[src/rtl/puf_eval_sequencer_if.sv]
// Request/response and PUF-facing signal bundle for puf_eval_sequencer.
interface puf_eval_sequencer_if;
    logic       ena;
    logic       start;
    logic [7:0] challenge_in;
    logic [7:0] puf_challenge;
    logic       puf_pulse;
    logic [7:0] puf_response;
    logic       busy;
    logic       done;
    logic [7:0] response_out;
    logic [7:0] unstable_mask;

    // Requester side: drives the request and models the PUF array.
    modport master (
        output ena, start, challenge_in, puf_response,
        input  puf_challenge, puf_pulse, busy, done, response_out, unstable_mask
    );

    // Sequencer side.
    modport slave (
        input  ena, start, challenge_in, puf_response,
        output puf_challenge, puf_pulse, busy, done, response_out, unstable_mask
    );
endinterface

[src/rtl/puf_eval_sequencer.sv]
// Drives an 8-bit arbiter PUF through NUM_EVAL excitation pulses per request,
// majority-votes each response bit and flags bits that disagreed.
module puf_eval_sequencer #(
    parameter int unsigned NUM_EVAL      = 7,
    parameter int unsigned SETTLE_CYCLES = 2,
    parameter int unsigned CNT_W         = 4
) (
    input  logic                 clk,
    input  logic                 rst_n,
    puf_eval_sequencer_if.slave  bus
);

    localparam int unsigned WAIT_W = (SETTLE_CYCLES > 1) ? $clog2(SETTLE_CYCLES) : 1;
    localparam logic [WAIT_W-1:0] WAIT_LAST = WAIT_W'(SETTLE_CYCLES - 1);
    localparam logic [CNT_W-1:0]  EVAL_LAST = CNT_W'(NUM_EVAL - 1);
    localparam logic [CNT_W-1:0]  MAJ_HALF  = CNT_W'(NUM_EVAL / 2);
    localparam logic [CNT_W-1:0]  ALL_ONES  = CNT_W'(NUM_EVAL);

    typedef enum logic [2:0] {
        IDLE,
        ARM,
        FIRE,
        SAMPLE,
        RESOLVE
    } state_t;

    state_t             state_q, state_d;
    logic [WAIT_W-1:0]  wait_q, wait_d;
    logic [CNT_W-1:0]   eval_q, eval_d;
    logic [CNT_W-1:0]   ones_q [8];
    logic [CNT_W-1:0]   ones_d [8];
    logic [7:0]         chal_q, chal_d;
    logic               pulse_q, pulse_d;
    logic               busy_q, busy_d;
    logic               done_q, done_d;
    logic [7:0]         resp_q, resp_d;
    logic [7:0]         mask_q, mask_d;
    logic [7:0]         resp_meta, resp_sync;

    // Two-flop synchronizer for the asynchronous PUF response.
    always_ff @(posedge clk or negedge rst_n) begin
        if (!rst_n) begin
            resp_meta <= '0;
            resp_sync <= '0;
        end else begin
            resp_meta <= bus.puf_response;
            resp_sync <= resp_meta;
        end
    end

    // State, counters and registered outputs.
    always_ff @(posedge clk or negedge rst_n) begin
        if (!rst_n) begin
            state_q <= IDLE;
            wait_q  <= '0;
            eval_q  <= '0;
            ones_q  <= '{default: '0};
            chal_q  <= '0;
            pulse_q <= 1'b0;
            busy_q  <= 1'b0;
            done_q  <= 1'b0;
            resp_q  <= '0;
            mask_q  <= '0;
        end else begin
            state_q <= state_d;
            wait_q  <= wait_d;
            eval_q  <= eval_d;
            ones_q  <= ones_d;
            chal_q  <= chal_d;
            pulse_q <= pulse_d;
            busy_q  <= busy_d;
            done_q  <= done_d;
            resp_q  <= resp_d;
            mask_q  <= mask_d;
        end
    end

    // Next-state, counter and output logic; an ena drop abandons the request.
    always_comb begin
        state_d = state_q;
        wait_d  = wait_q;
        eval_d  = eval_q;
        ones_d  = ones_q;
        chal_d  = chal_q;
        resp_d  = resp_q;
        mask_d  = mask_q;
        done_d  = 1'b0;

        case (state_q)
            IDLE: begin
                if (bus.start && bus.ena) begin
                    chal_d  = bus.challenge_in;
                    ones_d  = '{default: '0};
                    eval_d  = '0;
                    wait_d  = '0;
                    state_d = ARM;
                end
            end
            ARM: begin
                if (wait_q == WAIT_LAST) begin
                    wait_d  = '0;
                    state_d = FIRE;
                end else begin
                    wait_d = wait_q + WAIT_W'(1);
                end
            end
            FIRE: begin
                if (wait_q == WAIT_LAST) begin
                    wait_d  = '0;
                    state_d = SAMPLE;
                end else begin
                    wait_d = wait_q + WAIT_W'(1);
                end
            end
            SAMPLE: begin
                for (int i = 0; i < 8; i++) begin
                    ones_d[i] = ones_q[i] + CNT_W'(resp_sync[i]);
                end
                if (eval_q == EVAL_LAST) begin
                    state_d = RESOLVE;
                end else begin
                    eval_d  = eval_q + CNT_W'(1);
                    state_d = ARM;
                end
            end
            RESOLVE: begin
                for (int i = 0; i < 8; i++) begin
                    resp_d[i] = (ones_q[i] > MAJ_HALF);
                    mask_d[i] = (ones_q[i] != '0) && (ones_q[i] != ALL_ONES);
                end
                done_d  = 1'b1;
                state_d = IDLE;
            end
            default: state_d = IDLE;
        endcase

        if (!bus.ena && (state_q != IDLE)) begin
            state_d = IDLE;
            wait_d  = '0;
            eval_d  = '0;
            ones_d  = '{default: '0};
            resp_d  = resp_q;
            mask_d  = mask_q;
            done_d  = 1'b0;
        end

        pulse_d = (state_d == FIRE) || (state_d == SAMPLE);
        busy_d  = (state_d != IDLE);
    end

    assign bus.puf_challenge = chal_q;
    assign bus.puf_pulse     = pulse_q;
    assign bus.busy          = busy_q;
    assign bus.done          = done_q;
    assign bus.response_out  = resp_q;
    assign bus.unstable_mask = mask_q;

endmodule

[src/flat_wrapper.sv]
// flat-port wrapper written by rule: the top's interface ports become plain ports
module puf_eval_sequencer_flat 
#(
    parameter int unsigned NUM_EVAL      = 7,
    parameter int unsigned SETTLE_CYCLES = 2,
    parameter int unsigned CNT_W         = 4
)
  (clk, rst_n, bus_ena, bus_start, bus_challenge_in, bus_puf_response, bus_puf_challenge, bus_puf_pulse, bus_busy, bus_done, bus_response_out, bus_unstable_mask);
  puf_eval_sequencer_if bus_i ();
  input  logic clk;
  input  logic rst_n;
  input wire logic [$bits(bus_i.ena)-1:0] bus_ena;
  input wire logic [$bits(bus_i.start)-1:0] bus_start;
  input wire logic [$bits(bus_i.challenge_in)-1:0] bus_challenge_in;
  input wire logic [$bits(bus_i.puf_response)-1:0] bus_puf_response;
  output wire logic [$bits(bus_i.puf_challenge)-1:0] bus_puf_challenge;
  output wire logic [$bits(bus_i.puf_pulse)-1:0] bus_puf_pulse;
  output wire logic [$bits(bus_i.busy)-1:0] bus_busy;
  output wire logic [$bits(bus_i.done)-1:0] bus_done;
  output wire logic [$bits(bus_i.response_out)-1:0] bus_response_out;
  output wire logic [$bits(bus_i.unstable_mask)-1:0] bus_unstable_mask;
  assign bus_i.ena = bus_ena;
  assign bus_i.start = bus_start;
  assign bus_i.challenge_in = bus_challenge_in;
  assign bus_i.puf_response = bus_puf_response;
  assign bus_puf_challenge = bus_i.puf_challenge;
  assign bus_puf_pulse = bus_i.puf_pulse;
  assign bus_busy = bus_i.busy;
  assign bus_done = bus_i.done;
  assign bus_response_out = bus_i.response_out;
  assign bus_unstable_mask = bus_i.unstable_mask;
  puf_eval_sequencer #(.NUM_EVAL(NUM_EVAL), .SETTLE_CYCLES(SETTLE_CYCLES), .CNT_W(CNT_W)) u_core (.clk(clk), .rst_n(rst_n), .bus(bus_i));
endmodule
[config.mk]
export PLATFORM = sky130hd
export DESIGN_NAME = puf_eval_sequencer_flat
export DESIGN_NICKNAME = d
export VERILOG_FILES = /design/src/rtl/puf_eval_sequencer_if.sv /design/src/rtl/puf_eval_sequencer.sv /design/src/flat_wrapper.sv
export SDC_FILE = /design/constraint.sdc
export NUM_CORES = 1
export LEC_CHECK = 0
export BUFFER_PORTS_ARGS = -buffer_cell sky130_fd_sc_hd__buf_2
export CORE_MARGIN = 1
export CORE_UTILIZATION = 45
export CTS_BUF_LIST = sky130_fd_sc_hd__clkbuf_2
export CTS_CLUSTER_DIAMETER = 30
export DETAILED_ROUTE_END_ITERATION = 7
export PLACE_DENSITY = 0.67
export SYNTH_ARGS = -nofsm -noshare
export SYNTH_HDL_FRONTEND = slang
export SYNTH_SLANG_ARGS = --single-unit
[constraint.sdc]
create_clock -name clk -period 4.3 [get_ports clk]
set_input_delay 0.215 -clock clk [delete_from_list [all_inputs] [get_ports clk]]
set_output_delay 0.215 -clock clk [all_outputs]
set_load 0.1 [all_outputs]
# Word-level counts from Yosys, hierarchy flattened

Cells that the tools add are included.

Register bits after elaboration: 83

Add/subtract/negate cells: 10
Magnitude comparators: 8
Eq/ne operators: 17
Mux-type cells: 19
Bitwise operators: 1
Reduce and logical (&&, ||, !) cells: 31

Operators by type and width:

| cell                                                | count |
|---|---|
| two-way mux 32 bit                                  | 2 |
| one-hot mux 32 bit (2 select lines)                 | 1 |
| adder 4 x 1 -> 4 bit                                | 8 |
| > comparator 4 x 2 -> 1 bit (second input constant) | 8 |
| != test 4 x 3 -> 1 bit (second input constant)      | 8 |
| nonzero test 4 bit                                  | 8 |
| two-way mux 3 bit                                   | 5 |
| == test 3 x 2 -> 1 bit (second input constant)      | 4 |
| two-way mux 4 bit                                   | 3 |
| one-hot mux 3 bit (4 select lines)                  | 1 |
| nonzero test 3 bit                                  | 4 |
| logical AND 1 bit                                   | 10 |
| one-hot mux 4 bit (2 select lines)                  | 1 |
| AND reduction 2 bit                                 | 4 |
| two-way mux 1 bit                                   | 5 |
| adder 4 x 1 -> 4 bit (second input constant)        | 1 |
| == test 4 x 3 -> 1 bit (second input constant)      | 1 |
| == test 3 x 1 -> 1 bit (second input constant)      | 1 |
| == test 3 bit (second input constant)               | 1 |
| zero test 3 bit                                     | 1 |
| != test 3 x 1 -> 1 bit (second input constant)      | 1 |
| != test 3 bit (second input constant)               | 1 |
| AND reduction 3 bit                                 | 1 |
| one-hot mux 1 bit (2 select lines)                  | 1 |
| other kinds (5)                                     | 5 |

# Depth between registers and ports, before layout

Gate-level depths: netlist of run 1.

Depth in word-level cells: 6
Gate-level depth with buffers: 7

# Least setup slack after synthesis of run 1

Ideal clock, no wire load.

Path type: reg-to-reg
From: register u_core.state_q[0]
To: register u_core.busy_q, in the netlist u_core.bus.busy
Arrival: 1.502 ns
Slack: 2.666 ns
Stages on the path, launching flop included: 7
Path buffers: 2
Cell sequence: dfrtp_1 > buf_2 > and3b_1 > buf_6 > a221oi_2 > a211oi_1 > or3_1

Cells in the longest elaborated chain, start to end: 4

Ends and longest elaborated chain:

| what                                                                           | line                                                | text |
|---|---|---|
| from (decl)                                                                    | puf_eval_sequencer.sv:27                            | `state_t state_q, state_d;` |
| from (signal assigned)                                                         | puf_eval_sequencer.sv:65                            | `state_q <= state_d;` |
| == test 3 x 2 -> 1 bit, or another cell as far along                           | puf_eval_sequencer.sv:89                            | `case (state_q)` |
| one-hot mux 3 bit (4 select lines) / logical AND 1 bit (equally long branches) | puf_eval_sequencer.sv:89, puf_eval_sequencer.sv:137 |  |
| two-way mux 3 bit (*)                                                          | puf_eval_sequencer.sv:137                           | `if (!bus.ena && (state_q != IDLE)) begin` |
| net u_core.state_d[0]                                                          | puf_eval_sequencer.sv:27                            |  |
| nonzero test 3 bit (*)                                                         | puf_eval_sequencer.sv:148                           | `busy_d = (state_d != IDLE);` |
| net u_core.busy_d                                                              | puf_eval_sequencer.sv:34                            | `logic busy_q, busy_d;` |
| to (signal assigned)                                                           | puf_eval_sequencer.sv:71                            | `busy_q <= busy_d;` |
| to (decl)                                                                      | puf_eval_sequencer.sv:34                            |  |

The timed path passes the listed nets; every way through them passes the cells marked *.
A chain may end at the register's enable or synchronous reset.

# Final worst setup path of run 1

From: register u_core.state_q[1]
To: register u_core.ones_q[9] in the netlist's numbering

Cells in the longest elaborated chain, start to end: 4

Ends and longest elaborated chain:

| what                                                                          | line                      | text |
|---|---|---|
| nonzero test 3 bit                                                            | puf_eval_sequencer.sv:137 |  |
| logical AND 1 bit                                                             | puf_eval_sequencer.sv:137 |  |
| != test 3 x 1 -> 1 bit (no line) / nonzero test 3 bit (equally long branches) | --                        |  |
| AND reduction 2 bit (no line)                                                 | --                        |  |
| to (signal assigned)                                                          | puf_eval_sequencer.sv:68  | `ones_q <= ones_d;` |
| to (decl)                                                                     | puf_eval_sequencer.sv:30  | `logic [CNT_W-1:0] ones_q [8];` |

Parallel ways exist; a longest one is shown, timed or not.

==> flow_summary.json, run 1 <==
{
  "ys_top_cells_by_area": "dfrtp_1 57%, ha_1 6.2%, nor2_1 4.0%, a21oi_1 3.9%, a22o_1 3.9%",
  "finalHoldViolations": 0,
  "cts_root_buf": "clkbuf_2",
  "via_count": 2547,
  "setup_viol": 0,
  "final_nets": 416,
  "top_layer": "met4",
  "ant_nets": 0,
  "antenna_cells": 0,
  "power_density_mw_per_mm2": 463,
  "cp_data_required_time_ns": 4.77,
  "cts_max_level": 3,
  "syn_inst": 314,
  "numCtsBuffers": 9,
  "dr.first_iter.drc_count": 102,
  "cp-end-kind": "flip-flop",
  "fin_crit_ns": 2.49,
  "cts_resized": 0,
  "r2r_cells": 4,
  "hold_path.class": "in2reg",
  "crit_slowest_cell": "a2bb2oi_1",
  "status": "finished clean",
  "pin_count": 47,
  "die_area_mm2": 0.00840,
  "grt_overflow": 0,
  "antenna_found_initial": 0,
  "min_path_cells": 4,
  "finalCritPeriodShare_pct": 57.9,
  "fin_skew_ns": 0.0216,
  "slew_violations": 0,
  "cap_viol_max_count": 0,
  "vdd_drop_max_mv": 0.401,
  "arrival_ns": 2.96,
  "area_growth_pct": 16.6,
  "worst_slew_pin_slew_ns": 1.02,
  "routed_wl_mm": 6.71,
  "wl_per_cell_um": 13.9,
  "postSynthAreaPerCell_um2": 11.5,
  "synth_top_cell_by_area": "dfrtp_1",
  "synth_cell_types": 38,
  "post-route-drc-count": 0,
  "hp-start": "bus_start",
  "dr_wl_met2_mm": 3.21,
  "grt_max_degree": 84,
  "critPathKind": "reg2reg",
  "reg2reg_from": "u_core.state_q[1]",
  "chipWidth_um": 91.6,
  "yosysSeqAreaShare_pct": 57.4,
  "yosysWarnings": 0,
  "utilization_pct": 54.3,
  "core.rowCount": 32,
  "cts_max_path_buffers": 2,
  "cts.clk_slew.worst_paths_ns": 0.21,
  "critPathMaxFanout": 16,
  "max_freq_mhz": 402,
  "cts_tree": "yes",
  "worst_skew_pair.late_latency_ns": 0.53,
  "ys_ff_latch": 83,
  "p_leak_nw": 2.09,
  "wl_met3_um": 220,
  "numPortBuffers": 46,
  "grt_pass1_wl_mm": 11.4,
  "synth_top_area_share_pct": 57.4,
  "initial_core_util_pct": 46.6,
  "reg2reg_slack_ns": 1.81,
  "slew_headroom_pct": 31.8,
  "viasPerCell": 5.26,
  "fin_tns_setup_ns": 0,
  "dr.pass1.iters": 4,
  "cp-startpoint": "u_core.state_q[1]",
  "track_usage_pct": 17.5,
  "cp_slowest_stage_delay_ns": 0.77,
  "cts_hold_buf": 18,
  "crit-reg2reg-capture": "u_core.ones_q[9]",
  "cts_setup_buffers": 0,
  "die_h_um": 91.6,
  "hpwl_mm": 4.22,
  "whs_endpoint": "u_core.state_q[0]",
  "syn_nets": 352,
  "drive_gt1_share_pct": 20.4,
  "wl_met1_mm": 3.13,
  "place.gp.congestion": 0.800,
  "path_cells": "nor3_2 > a2bb2oi_1 > and2_1 > a22o_1",
  "cp-start-kind": "flip-flop",
  "rsz0062_at_grt": "no",
  "cts_sinks": 83,
  "grt_pass1_vias": 2450,
  "syn_area_mm2": 0.00362,
  "core_mm2": 0.00777
}
[report_power, final]
group | internal (mW) | leakage [nW] | switching, mW
Clock | 0.127 | 0.0673 | 0.257
Sequential | 0.849 | 1.10 | 0.0585
Combinational | 0.154 | 0.919 | 0.508
Total | 1.13 | 2.09 | 0.823
[layout by cell type (no fill, tap or decap), types with 9 or more instances in the layout]
cell           netlist  final
nand3_1             10     10
buf_2               10     45
nand2b_1             9      9
a22o_1              16     16
mux2i_1             10     10
nor2_1              39     39
nand2_1             13     13
a21oi_1             28     28
ha_1                18     18
dlygate4sd3_1        0     18
or3_1                9      9
clkbuf_2             0      9
dfrtp_1             83     83
[area by class of cell]
| cell class | count | area, µm² |
|---|---|---|
| inverters | 3 | 11.3 |
| multi-input cells | 213 | 1460 |
| flip-flops and latches | 83 | 2080 |
| clock buffers | 9 | 45.0 |
| well taps | 102 | 128 |
| fillers | 720 | 3550 |
| repair buffers | 68 | 443 |
| clock inverters | 6 | 57.6 |
[how the worst max path moves through the flow]
stage,endpoint,cells past startpoint,slack [ns]
after floorplan,u_core.bus.busy,6,2.67
after global placement,u_core.ones_q[4],4,1.97
after detailed placement,u_core.ones_q[13],4,1.87
after CTS,u_core.ones_q[9],4,1.79
after global routing,u_core.ones_q[9],4,1.63
final,u_core.ones_q[9],4,1.81
[cell usage after synthesis]
| cell type | instances |
|---|---|
| a211oi_1 | 1 |
| a21boi_0 | 8 |
| a21oi_1 | 28 |
| a221oi_2 | 1 |
| a22o_1 | 16 |
| a2bb2oi_1 | 1 |
| a31oi_1 | 2 |
| and2_1 | 3 |
| and3b_1 | 1 |
| buf_2 | 10 |
| buf_4 | 1 |
| buf_6 | 1 |
| clkbuf_1 | 3 |
| dfrtp_1 | 83 |
| ha_1 | 18 |
| inv_1 | 2 |
| inv_2 | 1 |
| mux2_1 | 1 |
| mux2_2 | 8 |
| mux2i_1 | 10 |
| nand2_1 | 13 |
| nand2b_1 | 9 |
| nand3_1 | 10 |
| nand3b_1 | 1 |
| nand4_1 | 8 |
| nand4b_1 | 1 |
| nor2_1 | 39 |
| nor2b_1 | 3 |
| nor3_1 | 3 |
| nor3_2 | 2 |
| nor3b_1 | 1 |
| nor4_1 | 1 |
| nor4b_2 | 1 |
| o21ai_0 | 2 |
| o21ai_1 | 2 |
| o22ai_1 | 2 |
| or3_1 | 9 |
| xor2_1 | 8 |
[worst max-delay path, delay by kind of cell, from the launching register on]
| family | cells | cell delay [ns] |
|---|---|---|
| AOI/OAI and AO/OA | 2 | 0.99 |
| DFF | 1 | 0.68 |
| and+or+nand+nor | 2 | 0.76 |
[kinds of logic after synthesis]
logic type               share of synthesized area, %
AND/OR/NAND/NOR                                  14.8
flip-flops                                       57.4
AO/OA/AOI/OAI                                    11.5
multiplexers                                     5.57
buffers and inverters                            2.53
adder cells (fa/ha/maj)                          6.23
XOR/XNOR                                         1.94
[state kept, by name, indices dropped and copies added (netlist names), 3 cells and up]
register	flops
u_core.resp_sync	8
u_core.state_q	3
u_core.bus.response_out	8
u_core.resp_meta	8
u_core.eval_q	4
u_core.bus.unstable_mask	8
u_core.bus.puf_challenge	8
u_core.ones_q	32
[per-layer routing]
| layer | vias to the layer above | global-route usage, % |
|---|---|---|
| met1 | 1240 | 23.2 |
| met3 | 13 | 2.99 |
| met2 | 48 | 27.8 |
| met5 | - | 0 |
| li1 | 1246 | - |
| met4 | 0 | 9.13 |
[stage by stage]
step	instances	setup slack (ns)	hold slack, ns	instance area, µm²	power (mW)
6_report	484	1.81	0.179	4220	1.95
5_1_grt	484	1.63	0.181	4220	2.05
4_1_cts	484	1.79	0.141	4220	1.98
3_5_place_dp	451	1.87	0.324	3940	1.58
3_3_place_gp	451	1.97	0.323	3940	1.56
2_1_floorplan	314	2.67	-0.0806	3620	1.45
(Power assumes the default switching activity.)
==> run 2: changes to the inputs <==
- PLACE_DENSITY: 0.67 -> 0.69
- clock period: 4.3 -> 2.2 ns (I/O delays scaled with it)
==> run 2 against run 1 <==
  * Sequential share of layout area down 0.45 points
  * Maximum frequency up 29%
  * Critical endpoint is now u_core.eval_q[1]
  * Flip-flop and latch count unchanged
  * Highest routed layer unchanged
  * Global-route usage up 0.48 points
  * Cell count up 1.0%
  * Critical path depth up 1
  * Combinational power up 100%
  * Power up 95%
  * Clock skew up 0.0096 ns
==> flow_summary.json, run 2 (same netlist as run 1, synthesis figures left out) <==
{
  "place.gp.congestion": 0.779,
  "power_density_mw_per_mm2": 896,
  "rsz0062_at_grt": "no",
  "fin_cells": 489,
  "mostFrequentLayoutCells": "83 x dfrtp_1, 45 x buf_2, 39 x nor2_1",
  "power_mw": 3.81,
  "fin_tns_setup_ns": 0,
  "slew_headroom_pct": 67.0,
  "fin_skew_ns": 0.0312,
  "via_count": 2564,
  "cp-end-kind": "flip-flop",
  "hpwl_mm": 4.47,
  "cts_max_level": 3,
  "die_h_um": 91.6,
  "fin_crit_ns": 1.92,
  "chipWidth_um": 91.6,
  "grt_overflow": 0,
  "post-route-drc-count": 0,
  "worst_slew_pin_slew_ns": 0.498,
  "area_growth_pct": 17.7,
  "ant_nets": 0,
  "core_mm2": 0.00777,
  "vdd_drop_max_mv": 1.04,
  "viasPerCell": 5.24,
  "finalHoldViolations": 0,
  "arrival_ns": 2.33,
  "dpl_cell_area_mm2": 0.00398,
  "cts_sinks": 83,
  "layout_commonest_cell": "dfrtp_1",
  "pre_cts_ws_ns": 0.243,
  "dr.first_iter.drc_count": 103,
  "p_leak_nw": 2.11,
  "worst_skew_pair.late_latency_ns": 0.51,
  "fillers": 722,
  "die_area_mm2": 0.00840,
  "cts_tree": "yes",
  "wl_met3_um": 187,
  "antenna_cells": 0,
  "grt_pass1_wl_mm": 11.8,
  "grt_pass1_vias": 2505,
  "routed_wl_mm": 6.82,
  "regMostFlops": "u_core.ones_q",
  "slew_violations": 0,
  "setup_viol": 0,
  "whs_ns": 0.0258,
  "dr.pass1.iters": 4,
  "grt_max_degree": 53,
  "antenna_found_initial": 0,
  "critPathKind": "reg2reg",
  "initial_core_util_pct": 46.6,
  "dr_wl_met2_mm": 3.38,
  "dp.cells": 455,
  "cts.clk_slew.worst_paths_ns": 0.24,
  "finalCritPeriodShare_pct": 87.5,
  "track_usage_pct": 18.0,
  "critPathMaxFanout": 12,
  "worst_slack_ns": 0.276,
  "status": "finished clean",
  "core.rowCount": 32,
  "cts_root_buf": "clkbuf_2",
  "numCtsBuffers": 9,
  "pin_count": 47,
  "cp_data_required_time_ns": 2.61,
  "wl_per_cell_um": 14.0,
  "utilization_pct": 54.8,
  "cts_max_path_buffers": 2,
  "hold_path.class": "in2async",
  "drive_gt1_share_pct": 21.7,
  "largest_reg_flops": 32,
  "final_nets": 420,
  "top_layer": "met4",
  "design_area_mm2": 0.00426,
  "cap_viol_max_count": 0,
  "numPortBuffers": 46,
  "max_freq_mhz": 520,
  "cp-start-kind": "flip-flop",
  "wl_met1_mm": 3.16
}
run 2: changes by cell type in the layout (fill, tap and decap cells not counted), sizes merged:
cell / change
buf: +4
bufinv: -1
inv: +2
run 2: timing repair:
action | 4_1_cts | 5_1_grt
resized for setup | 0 | 1
endpoints found under the hold margin | 103 | 0
setup buffers | 0 | 0
setup endpoints to repair | 0 | 4
hold buffers | 18 | 0
run 2: per-layer routing:
| layer | global-route usage [%] | vias up |
|---|---|---|
| li1 | - | 1254 |
| met1 | 24.0 | 1264 |
| met3 | 3.98 | 8 |
| met4 | 5.69 | 0 |
| met5 | 0 | - |
| met2 | 29.4 | 38 |
run 2: cell type report:
| cell class | instances | area [µm²] | share of cell area, % |
|---|---|---|---|
| repair buffers | 72 | 485 | 11.4 |
| flip-flops and latches | 83 | 2080 | 48.8 |
| inverters | 3 | 11.3 | 0.265 |
| well taps | 102 | 128 | 3.00 |
| clock inverters | 7 | 52.6 | 1.23 |
| clock buffers | 9 | 45.0 | 1.06 |
| multi-input cells | 213 | 1460 | 34.2 |
run 2: power breakdown:
group | internal, mW | switching [mW]
clock network | 0.158 | 0.545
registers | 1.66 | 0.105
logic | 0.329 | 1.02
run 2: critical path: stages, from the launching register on:
cell and delay [ns]:
dfrtp_1 0.58, nor3_2 0.36, a2bb2oi_1 0.13, buf_4 0.18
a21oi_1 0.22, mux2_1 0.34
run 2: path summary, 6_finish.rpt:
path | start | end | slack (ns) | depth (start not counted)
max in group asynchronous | rst_n | u_core.bus.puf_challenge[5] | 1.55 | 3
max | u_core.state_q[2] | u_core.eval_q[1] | 0.28 | 5
min in group clk | bus_start | u_core.state_q[0] | 0.09 | 4
min reg2reg | u_core.resp_meta[1] | u_core.resp_sync[1] | 0.38 | 0
max reg2reg | u_core.state_q[2] | u_core.eval_q[1] | 0.28 | 5
min | rst_n | u_core.bus.done | 0.03 | 2
